--- src/rtl/axi_resp_pkg.sv ---
// axi_resp_pkg: shared collector state encoding and AXI RRESP codes
package axi_resp_pkg;
  typedef enum logic [1:0] {FREE, COLLECT, QUEUED, SEND} col_state_e;
  localparam logic [1:0] OKAY   = 2'b00;
  localparam logic [1:0] EXOKAY = 2'b01;
  localparam logic [1:0] SLVERR = 2'b10;
  localparam logic [1:0] DECERR = 2'b11;
endpackage

--- src/rtl/response_collector_slot.sv ---
// response_collector_slot: one burst collector holding id, beat payload/resp, count and overflow flag
module response_collector_slot
  import axi_resp_pkg::*;
#(
  parameter int ID_WIDTH   = 4,
  parameter int DATA_WIDTH = 64,
  parameter int MAX_BEATS  = 16,
  parameter int CW         = $clog2(MAX_BEATS + 1),
  parameter int IW         = (MAX_BEATS > 1) ? $clog2(MAX_BEATS) : 1
) (
  input  logic                  clk,
  input  logic                  rst,
  input  logic                  i_wr,
  input  logic                  i_alloc,
  input  logic                  i_last,
  input  logic [ID_WIDTH-1:0]   i_id,
  input  logic [DATA_WIDTH-1:0] i_data,
  input  logic [1:0]            i_resp,
  input  logic                  i_start,
  input  logic                  i_free,
  input  logic [IW-1:0]         i_rd_idx,
  output col_state_e            o_state,
  output logic [ID_WIDTH-1:0]   o_id,
  output logic [CW-1:0]         o_count,
  output logic                  o_ovf,
  output logic                  o_ovf_pulse,
  output logic [DATA_WIDTH-1:0] o_data,
  output logic [1:0]            o_resp
);
  col_state_e            r_state;
  logic [ID_WIDTH-1:0]   r_id;
  logic [CW-1:0]         r_count;
  logic                  r_ovf;
  logic                  r_ovf_pulse;
  logic [DATA_WIDTH-1:0] r_data [1<<IW];
  logic [1:0]            r_resp [1<<IW];
  logic [CW-1:0]         w_idx;
  logic                  w_full;

  assign w_idx  = i_alloc ? '0 : r_count;
  assign w_full = w_idx == CW'(MAX_BEATS);

  always_ff @(posedge clk) begin
    if (rst) begin
      r_state     <= FREE;
      r_id        <= '0;
      r_count     <= '0;
      r_ovf       <= 1'b0;
      r_ovf_pulse <= 1'b0;
    end else begin
      r_ovf_pulse <= i_wr & w_full & ~r_ovf;
      if (i_wr) begin
        r_state <= i_last ? QUEUED : COLLECT;
        if (i_alloc) r_id <= i_id;
        r_count <= w_full ? r_count : w_idx + 1'b1;
        r_ovf   <= (~i_alloc & r_ovf) | w_full;
      end else if (i_start) r_state <= SEND;
      else if (i_free) r_state <= FREE;
    end
  end

  // Beats past MAX_BEATS are swallowed; only the sticky ovf flag records them
  always_ff @(posedge clk) begin
    if (i_wr & ~w_full) begin
      r_data[w_idx[IW-1:0]] <= i_data;
      r_resp[w_idx[IW-1:0]] <= i_resp;
    end
  end

  assign o_state     = r_state;
  assign o_id        = r_id;
  assign o_count     = r_count;
  assign o_ovf       = r_ovf;
  assign o_ovf_pulse = r_ovf_pulse;
  assign o_data      = r_data[i_rd_idx];
  assign o_resp      = r_resp[i_rd_idx];
endmodule

--- src/rtl/interleaved_response_buffer.sv ---
// interleaved_response_buffer: assembles interleaved R bursts in collectors and streams them whole in completion order
module interleaved_response_buffer
  import axi_resp_pkg::*;
#(
  parameter int ID_WIDTH       = 4,
  parameter int DATA_WIDTH     = 64,
  parameter int MAX_BEATS      = 16,
  parameter int NUM_COLLECTORS = 4
) (
  input  logic                                  clk,
  input  logic                                  rst,
  input  logic                                  s_valid,
  output logic                                  s_ready,
  input  logic [ID_WIDTH-1:0]                   s_id,
  input  logic [DATA_WIDTH-1:0]                 s_data,
  input  logic [1:0]                            s_resp,
  input  logic                                  s_last,
  output logic                                  m_valid,
  input  logic                                  m_ready,
  output logic [ID_WIDTH-1:0]                   m_id,
  output logic [DATA_WIDTH-1:0]                 m_data,
  output logic [1:0]                            m_resp,
  output logic                                  m_last,
  output logic [$clog2(NUM_COLLECTORS+1)-1:0]   occupancy,
  output logic                                  overflow_err
);
  localparam int N  = NUM_COLLECTORS;
  localparam int CW = $clog2(MAX_BEATS + 1);
  localparam int IW = (MAX_BEATS > 1) ? $clog2(MAX_BEATS) : 1;
  localparam int SW = (N > 1) ? $clog2(N) : 1;
  localparam int OW = $clog2(N + 1);

  col_state_e            w_state [N];
  logic [ID_WIDTH-1:0]   w_id    [N];
  logic [CW-1:0]         w_count [N];
  logic [DATA_WIDTH-1:0] w_data  [N];
  logic [1:0]            w_resp  [N];
  logic [N-1:0]          w_ovf, w_pulse, w_match, w_freev, w_wr, w_alloc, w_start, w_free;
  logic [SW-1:0]         w_free_idx, w_match_idx, w_push_idx, w_head;
  logic                  w_hit, w_acc, w_push, w_pop, w_begin;
  logic [SW-1:0]         r_q [N];
  logic [SW-1:0]         r_wp, r_rp;
  logic [OW-1:0]         r_qcnt, r_occ;
  logic                  r_busy;
  logic [CW-1:0]         r_idx;

  function automatic logic [SW-1:0] nxt(input logic [SW-1:0] p);
    return (p == SW'(N - 1)) ? '0 : p + 1'b1;
  endfunction

  always_comb begin
    w_free_idx  = '0;
    w_match_idx = '0;
    for (int i = N - 1; i >= 0; i--) begin
      if (w_freev[i]) w_free_idx = SW'(i);
      if (w_match[i]) w_match_idx = SW'(i);
    end
  end

  assign w_hit      = |w_match;
  assign s_ready    = w_hit | (|w_freev);
  assign w_acc      = s_valid & s_ready;
  assign w_push     = w_acc & s_last;
  assign w_push_idx = w_hit ? w_match_idx : w_free_idx;
  assign w_head     = r_q[r_rp];
  assign w_begin    = ~r_busy & (r_qcnt != '0);
  assign w_pop      = r_busy & m_ready & m_last;

  for (genvar g = 0; g < N; g++) begin : g_slot
    assign w_match[g] = (w_state[g] == COLLECT) && (w_id[g] == s_id);
    assign w_freev[g] = w_state[g] == FREE;
    assign w_alloc[g] = w_acc & ~w_hit & (w_free_idx == SW'(g));
    assign w_wr[g]    = w_alloc[g] | (w_acc & w_match[g]);
    assign w_start[g] = w_begin & (w_head == SW'(g));
    assign w_free[g]  = w_pop & (w_head == SW'(g));
    response_collector_slot #(
      .ID_WIDTH(ID_WIDTH), .DATA_WIDTH(DATA_WIDTH), .MAX_BEATS(MAX_BEATS), .CW(CW), .IW(IW)
    ) u_slot (
      .clk(clk), .rst(rst), .i_wr(w_wr[g]), .i_alloc(w_alloc[g]), .i_last(s_last),
      .i_id(s_id), .i_data(s_data), .i_resp(s_resp), .i_start(w_start[g]), .i_free(w_free[g]),
      .i_rd_idx(r_idx[IW-1:0]), .o_state(w_state[g]), .o_id(w_id[g]), .o_count(w_count[g]),
      .o_ovf(w_ovf[g]), .o_ovf_pulse(w_pulse[g]), .o_data(w_data[g]), .o_resp(w_resp[g])
    );
  end

  // Completion queue holds slot indices; N slots bound its depth so it never overflows
  always_ff @(posedge clk) begin
    if (rst) begin
      r_wp   <= '0;
      r_rp   <= '0;
      r_qcnt <= '0;
      r_occ  <= '0;
      r_busy <= 1'b0;
      r_idx  <= '0;
    end else begin
      if (w_push) begin
        r_q[r_wp] <= w_push_idx;
        r_wp      <= nxt(r_wp);
      end
      if (w_pop) r_rp <= nxt(r_rp);
      r_qcnt <= r_qcnt + OW'(w_push) - OW'(w_pop);
      r_occ  <= r_occ + OW'(|w_alloc) - OW'(w_pop);
      if (w_begin) begin
        r_busy <= 1'b1;
        r_idx  <= '0;
      end else if (w_pop) r_busy <= 1'b0;
      else if (r_busy & m_ready) r_idx <= r_idx + 1'b1;
    end
  end

  assign m_valid      = r_busy;
  assign m_last       = r_busy & (r_idx == w_count[w_head] - 1'b1);
  assign m_id         = r_busy ? w_id[w_head] : '0;
  assign m_data       = r_busy ? w_data[w_head] : '0;
  assign m_resp       = ~r_busy ? OKAY : (w_ovf[w_head] & m_last) ? SLVERR : w_resp[w_head];
  assign occupancy    = r_occ;
  assign overflow_err = |w_pulse;
endmodule

--- config.mk ---
export PLATFORM = sky130hd
export DESIGN_NAME = interleaved_response_buffer
export DESIGN_NICKNAME = d
export VERILOG_FILES = /design/src/rtl/axi_resp_pkg.sv /design/src/rtl/response_collector_slot.sv /design/src/rtl/interleaved_response_buffer.sv
export SDC_FILE = /design/constraint.sdc
export NUM_CORES = 2
export LEC_CHECK = 0
export CAP_MARGIN = 20
export CORE_UTILIZATION = 60
export CTS_BUF_LIST = sky130_fd_sc_hd__clkbuf_2
export CTS_CLUSTER_DIAMETER = 100
export DETAILED_ROUTE_END_ITERATION = 12
export PLACE_DENSITY_LB_ADDON = 0.15
export REMOVE_ABC_BUFFERS = 1
export SYNTH_ARGS = -nofsm -noshare
export SYNTH_HDL_FRONTEND = slang
export SYNTH_MEMORY_MAX_BITS = 65536
export SYNTH_SLANG_ARGS = --single-unit
--- constraint.sdc ---
create_clock -name clk -period 12.85 [get_ports clk]
set_clock_uncertainty 0.15 [all_clocks]
set_input_delay 2.57 -clock clk [delete_from_list [all_inputs] [get_ports clk]]
set_output_delay 2.57 -clock clk [all_outputs]
set_load 0.1 [all_outputs]
==> Word level (Yosys, flattened, before mapping) <==
Memory sizes are Yosys's and may differ from the RTL's. A register that Yosys moved wholly into a read port is not among the register bits.
Cells that the tools add are included.
{ "word_totals": {"reg_bits": 68, "ram_bits": 4232, "in_bits": 75, "output_inout_bits": 77, "word_cells": 242, "n_memories": 9} }
{ "classes": {"addsub": 12, "magnitude_cmp": 2, "eq_ne": 21, "muxes": 77, "bitwise_logic": 65, "reduce_logical": 30} }
{ "memory_table": {"columns": ["memory", "depth", "word_bits", "rd", "rd_ports_with_merged_regs", "wr", "line", "rtl"], "rows": [
  ["g_slot[0].u_slot.r_data", 16, 64, 1, 1, 1, "response_collector_slot.sv:35", "logic [DATA_WIDTH-1:0] r_data [1<<IW];"],
  ["g_slot[1].u_slot.r_data", 16, 64, 1, 1, 1, "response_collector_slot.sv:35", null],
  ["g_slot[2].u_slot.r_data", 16, 64, 1, 1, 1, "response_collector_slot.sv:35", null],
  ["g_slot[3].u_slot.r_data", 16, 64, 1, 1, 1, "response_collector_slot.sv:35", null],
  ["g_slot[0].u_slot.r_resp", 16, 2, 1, 1, 1, "response_collector_slot.sv:36", "logic [1:0] r_resp [1<<IW];"],
  ["g_slot[1].u_slot.r_resp", 16, 2, 1, 1, 1, "response_collector_slot.sv:36", null],
  ["+3 memories", null, null, null, null, null, null, null]
]} }
{ "op_table": {"columns": ["operator", "count"], "rows": [
  ["two-way mux 64 bit", 3],
  ["binary-select mux 64 bit (select 2 bit)", 1],
  ["two-way mux 4 bit", 19],
  ["two-way mux 2 bit", 30],
  ["bitwise AND 1 bit", 40],
  ["two-way mux 5 bit", 6],
  ["adder 5 x 1 -> 5 bit (second input constant)", 5],
  ["== test 5 bit (second input constant)", 4],
  ["AND reduction 2 bit", 9],
  ["== test 4 bit", 4],
  ["OR reduction 4 bit", 4],
  ["NOT 1 bit", 15],
  ["nonzero test 3 bit", 5],
  ["two-way mux 1 bit", 14],
  ["== test 2 x 1 -> 1 bit (second input constant)", 6],
  ["== test 2 bit (second input constant)", 6],
  ["logical NOT 2 bit", 6],
  ["binary-select mux 5 bit (select 2 bit)", 1],
  ["bitwise OR 1 bit", 9],
  ["binary-select mux 4 bit (select 2 bit)", 1],
  ["adder 3 x 1 -> 3 bit", 2],
  ["subtractor 3 x 1 -> 3 bit", 2],
  ["== test 5 bit", 1],
  ["subtractor 5 x 1 -> 5 bit (second input constant)", 1],
  ["9 further kinds", 13]
]} }

==> Depth between registers and ports, before layout <==
{ "depth": {"depth_word": 13, "mapped_depth": 22} }

==> Modules after synthesis <==
From an unflattened synthesis, not the netlist that was laid out.
{ "hier_totals": {"cells_unflattened": 7237, "hier_area_um2": 164724.2} }
{ "by_module_without_submodules": {"columns": ["mod", "n_inst", "cells_each", "area_each_um2"], "rows": [
  ["response_collector_slot (g_slot[1].u_slot ...)", 3, 1709, 40118.5],
  ["response_collector_slot (g_slot[0].u_slot)", 1, 1709, 40119.7],
  ["interleaved_response_buffer", 1, 401, 4249.1]
]} }

==> Least setup slack after synthesis <==
Ideal clock, no wire load.
{ "synth_timing": {"path_kind": "input-to-reg", "startpoint": "in s_id[3]", "endpoint": "mem g_slot[2].u_slot.r_data[15][0], enable pin", "setup_time_ns": 0.572, "arrival_time_ns": 9.070, "t_required_ns": 12.128, "path_slack_ns": 3.058, "cell_stages": 10, "n_path_buf": 1, "cell_sequence": "buf_2 > xnor2_1 > nand3_1 > nor4b_1 > nor4_2 > nand4_1 > and2_1 > ha_1 > inv_1 > nor3_1"} }
{ "synth_between": {"elab_chain_len": 13} }
{ "synth_rtl": {"columns": ["item", "line", "rtl"], "rows": [
  ["start, declared", "interleaved_response_buffer.sv:14", "input logic [ID_WIDTH-1:0] s_id,"],
  ["== test 4 bit", "interleaved_response_buffer.sv:70", "assign w_match[g] = (w_state[g] == COLLECT) && (w_id[g] == s_id);"],
  ["logical AND 1 bit", "interleaved_response_buffer.sv:70", null],
  ["OR reduction 4 bit", "interleaved_response_buffer.sv:60", "assign w_hit = |w_match;"],
  ["bitwise OR 1 bit", "interleaved_response_buffer.sv:61", "assign s_ready = w_hit | (|w_freev);"],
  ["bitwise AND 1 bit", "interleaved_response_buffer.sv:62", "assign w_acc = s_valid & s_ready;"],
  ["bitwise AND 1 bit (2 in series)", "interleaved_response_buffer.sv:72", "assign w_alloc[g] = w_acc & ~w_hit & (w_free_idx == SW'(g));"],
  ["two-way mux 5 bit", "response_collector_slot.sv:40", "assign w_idx = i_alloc ? '0 : r_count;"],
  ["== test 5 bit", "response_collector_slot.sv:41", "assign w_full = w_idx == CW'(MAX_BEATS);"],
  ["NOT 1 bit (no line)", null, null],
  ["bitwise AND 1 bit", "response_collector_slot.sv:64", "if (i_wr & ~w_full) begin"],
  ["two-way mux 1 bit", "response_collector_slot.sv:64", null],
  ["two-way mux 1 bit (not written as such)", "response_collector_slot.sv:65", "r_data[w_idx[IW-1:0]] <= i_data;"],
  ["end, declared", "response_collector_slot.sv:35", null]
]} }
Parallel ways exist; a longest one is shown, timed or not.

==> results.txt <==
max-slew violations - 0
RSZ-0062 raised after global routing - no
drt wl/cell - 34.6 µm
routability cong. - 0.833
crit end category - output pin
drc violations - 0
M1 wire length - 163,000 µm
Final ANT Viol Nets - 0
first-pass GRT wire length - 603,000 µm
Pre-antenna DRT Iters - 6
Nets - 8,161
Net Sw Power - 6.38 mW
Synth area leaders - edfxtp_1 77%, mux4_2 18%, dfxtp_1 0.90%, nand2_1 0.74%, clkbuf_1 0.56%
startpoint types - flop
die area - 277,000 µm²
overall routing resource usage - 31.5%
result of the run - complete, no violations
clk sinks - 4,306
final hold vios - 0
FFs w/ async S/R, synth - 0%
yosys warns - 0
slowest stage delay, CP - 1.27 ns
Power Density - 143 nW/µm²
largest buffer count on any clock path - 5
hold-fix buffers at CTS - 0
DR WL met3 - 48,500 µm
post-synth top area cell - edfxtp_1
TritonCTS clock tree - yes
Post-synth top flop - edfxtp_1
Worst Slack Setup Final - 2.69 ns
IO Port Bufs - 151
H-Tree Level Count - 7
Fillers - 17,900
met2 routed WL - 202,000 µm
leakage - 56.5 nW
final setup violation count - 0
Logic pwr share - 6.9%
syn_area_per_cell - 23.7 µm²
P_int - 19.5 mW
Peak VDD IR - 0.000111 V
crit-path max FO - 15
required arrival time at the worst endpoint - 10.13 ns
crit-path cells - mux4_4 > mux2i_1 > mux2i_1 > inv_1 > ha_1 > xnor2_1 > xnor2_1 > nor2_1 > nand4_2 > inv_2 > nand2_1 > a21boi_0 > clkdlybuf4s50_1
Seq pwr share - 60.1%
die height - 527 µm
Via density - 6.73
Period Utilization, post-route - 79.1%
top cells by count, synth - 4,232 x edfxtp_1, 1,328 x mux4_2, 327 x nand2_1
synth unique cells - 60
HP Class - reg -> reg
Detailed Route WL - 425,000 µm
Worst Tran Pin Value - 1.21 ns
Worst EP arrival - 7.44 ns
later-pin clock latency in the skew report - 2.10 ns
fmax - 98.4 MHz
Die Width - 527 µm
DR vias - 82,600
postcts setup bufs - 0
grt ovf - 0
layout cell share with drive strength beyond 1 - 37.1%
Clock power frac - 33.0%
setup TNS - 0 ns
Design Power - 25.9 mW
Post-CTS Resized - 0
sw frac - 24.7%
Initial DRC Count - 11,300
synthesized cell area - 165,000 µm²
largest net degree at the start of global routing - 126
max layer used - met5
vias in the first global route - 84,100
Max-slew headroom - 19.5%
Starting Density - 60.4%
post-route insts no fill - 12,300
total CTS buffers - 1,123
# Max-Cap Violations - 0
post-detail-place hpwl - 215,000 µm
critical path class - reg -> out
root buf cell - clkbuf_2
Place WS - 4.20 ns
number of synthesized flops with an enable pin - 4,232
core area - 274,000 µm²
FF+latch count, synth - 4,306
synthesized instance count - 6,965
area delta synth->final - 9.26%
most frequent cell after synthesis - edfxtp_1
Synth top area share - 76.9%
Placed Cells - 10,500
slowest CP cell - clkdlybuf4s50_1
initial antenna violation count - 15
Core Rows - 192
sequential-to-total area share from yosys stat - 77.8%
minimum clock period - 10.16 ns
I/O Pins - 152
clock transition at the registers of the reported paths - 0.11 ns
## per-layer routing
metal / vias up / GRT usage [%]
li1: 32500 / -
met1: 43800 / 45.6
met2: 5524 / 47.2
met3: 779 / 7.86
met4: 2 / 11.7
met5: - / 0
## state kept, by name (all words and copies together), names as in the netlist, named ones only
name                       count
g_slot.u_slot.r_data        4096
r_idx                          5
r_rp                           2
occupancy                      3
g_slot.u_slot.r_resp         128
r_q                            8
g_slot.u_slot.o_state          8
r_qcnt                         3
g_slot.u_slot.o_id            16
m_valid                        1
r_wp                           2
g_slot.u_slot.o_ovf            4
g_slot.u_slot.o_count         20
g_slot.u_slot.o_ovf_pulse      4
## worst paths after layout
| kind | from | slack [ns] | to | depth (start not counted) |
|---|---|---|---|---|
| max | flop | 2.69 | m_resp[1] | 13 |
| min | g_slot[1].u_slot.o_ovf | 0.33 | g_slot[1].u_slot.o_ovf_pulse | 1 |
| max reg2reg | g_slot[3].u_slot.o_id[1] | 6.82 | g_slot[3].u_slot.r_data[2][37] | 13 |
| min reg2reg | g_slot[1].u_slot.o_ovf | 0.33 | g_slot[1].u_slot.o_ovf_pulse | 1 |
## cell type report
| cell class | instances | area (µm²) | area share (%) |
|---|---|---|---|
| clock inverter | 207 | 1030 | 0.570 |
| inverter | 32 | 120 | 0.0666 |
| timing repair buffer | 346 | 3310 | 1.83 |
| antenna | 24 | 60.1 | 0.0333 |
| clock buffer | 1521 | 7610 | 4.22 |
| tap | 3589 | 4490 | 2.49 |
| sequential | 4306 | 129000 | 71.3 |
| multi-input combinational | 2248 | 35200 | 19.5 |
## cells in the final DEF (no fill, tap or decap), drive strengths merged, types with 9 or more instances in the layout
cell	synthesis	routed
clkbuf	248	1523
xor2	11	11
nand3	145	145
o21ai	15	15
nand2	327	327
nor2	47	47
ha	27	27
mux4	1328	1328
or3	9	9
xnor2	20	20
diode	0	24
buf	131	231
clkinv	0	173
and3	76	76
clkdlybuf4s50	0	113
edfxtp	4232	4232
and2	62	62
nor3	23	23
a31oi	9	9
inv	32	56
dfxtp	74	74
nand4	9	9
a21oi	29	29
mux2i	24	24
## per-stage QoR
stage	utilization [%]	hold slack, ns	instance area (µm²)
after floorplan	-	0.265	164000
after global placement	62.6	0.318	171000
after detailed placement	62.6	0.322	171000
after CTS	65.8	0.298	180000
after global routing	65.9	0.348	180000
final	65.9	0.325	180000
## critical path, delay by kind of cell (launching register included)
family | cells | cell delay (ns)
flops | 1 | 0.57
buf+inv | 3 | 1.60
fa+ha+maj | 1 | 0.21
compound gates | 1 | 0.71
xor+xnor | 2 | 0.29
mux | 3 | 1.37
simple gates | 3 | 0.64
## logic make-up (layout without fill, tap and decap cells)
logic type | after synthesis | after routing | synth area share [%]
compound gates | 92 | 92 | 0.361
flops | 4306 | 4306 | 77.8
simple gates | 740 | 740 | 2.16
fa+ha+maj | 29 | 29 | 0.229
mux | 1356 | 1356 | 18.3
other cells | 0 | 24 | 0
buf+inv | 411 | 2106 | 0.955
xor+xnor | 31 | 31 | 0.164
## power by group through the flow
| stage | combinational [mW] | sequential, mW | clock [mW] |
|---|---|---|---|
| 5_1_grt | 1.87 | 15.5 | 9.35 |
| 3_5_place_dp | 1.77 | 15.9 | 0 |
| 6_report | 1.78 | 15.5 | 8.54 |
| 2_1_floorplan | 2.35 | 16.0 | 0 |
| 3_3_place_gp | 1.74 | 15.9 | 0 |
| 4_1_cts | 1.77 | 15.5 | 8.69 |
Note: power is estimated with default switching activity, not from simulation.
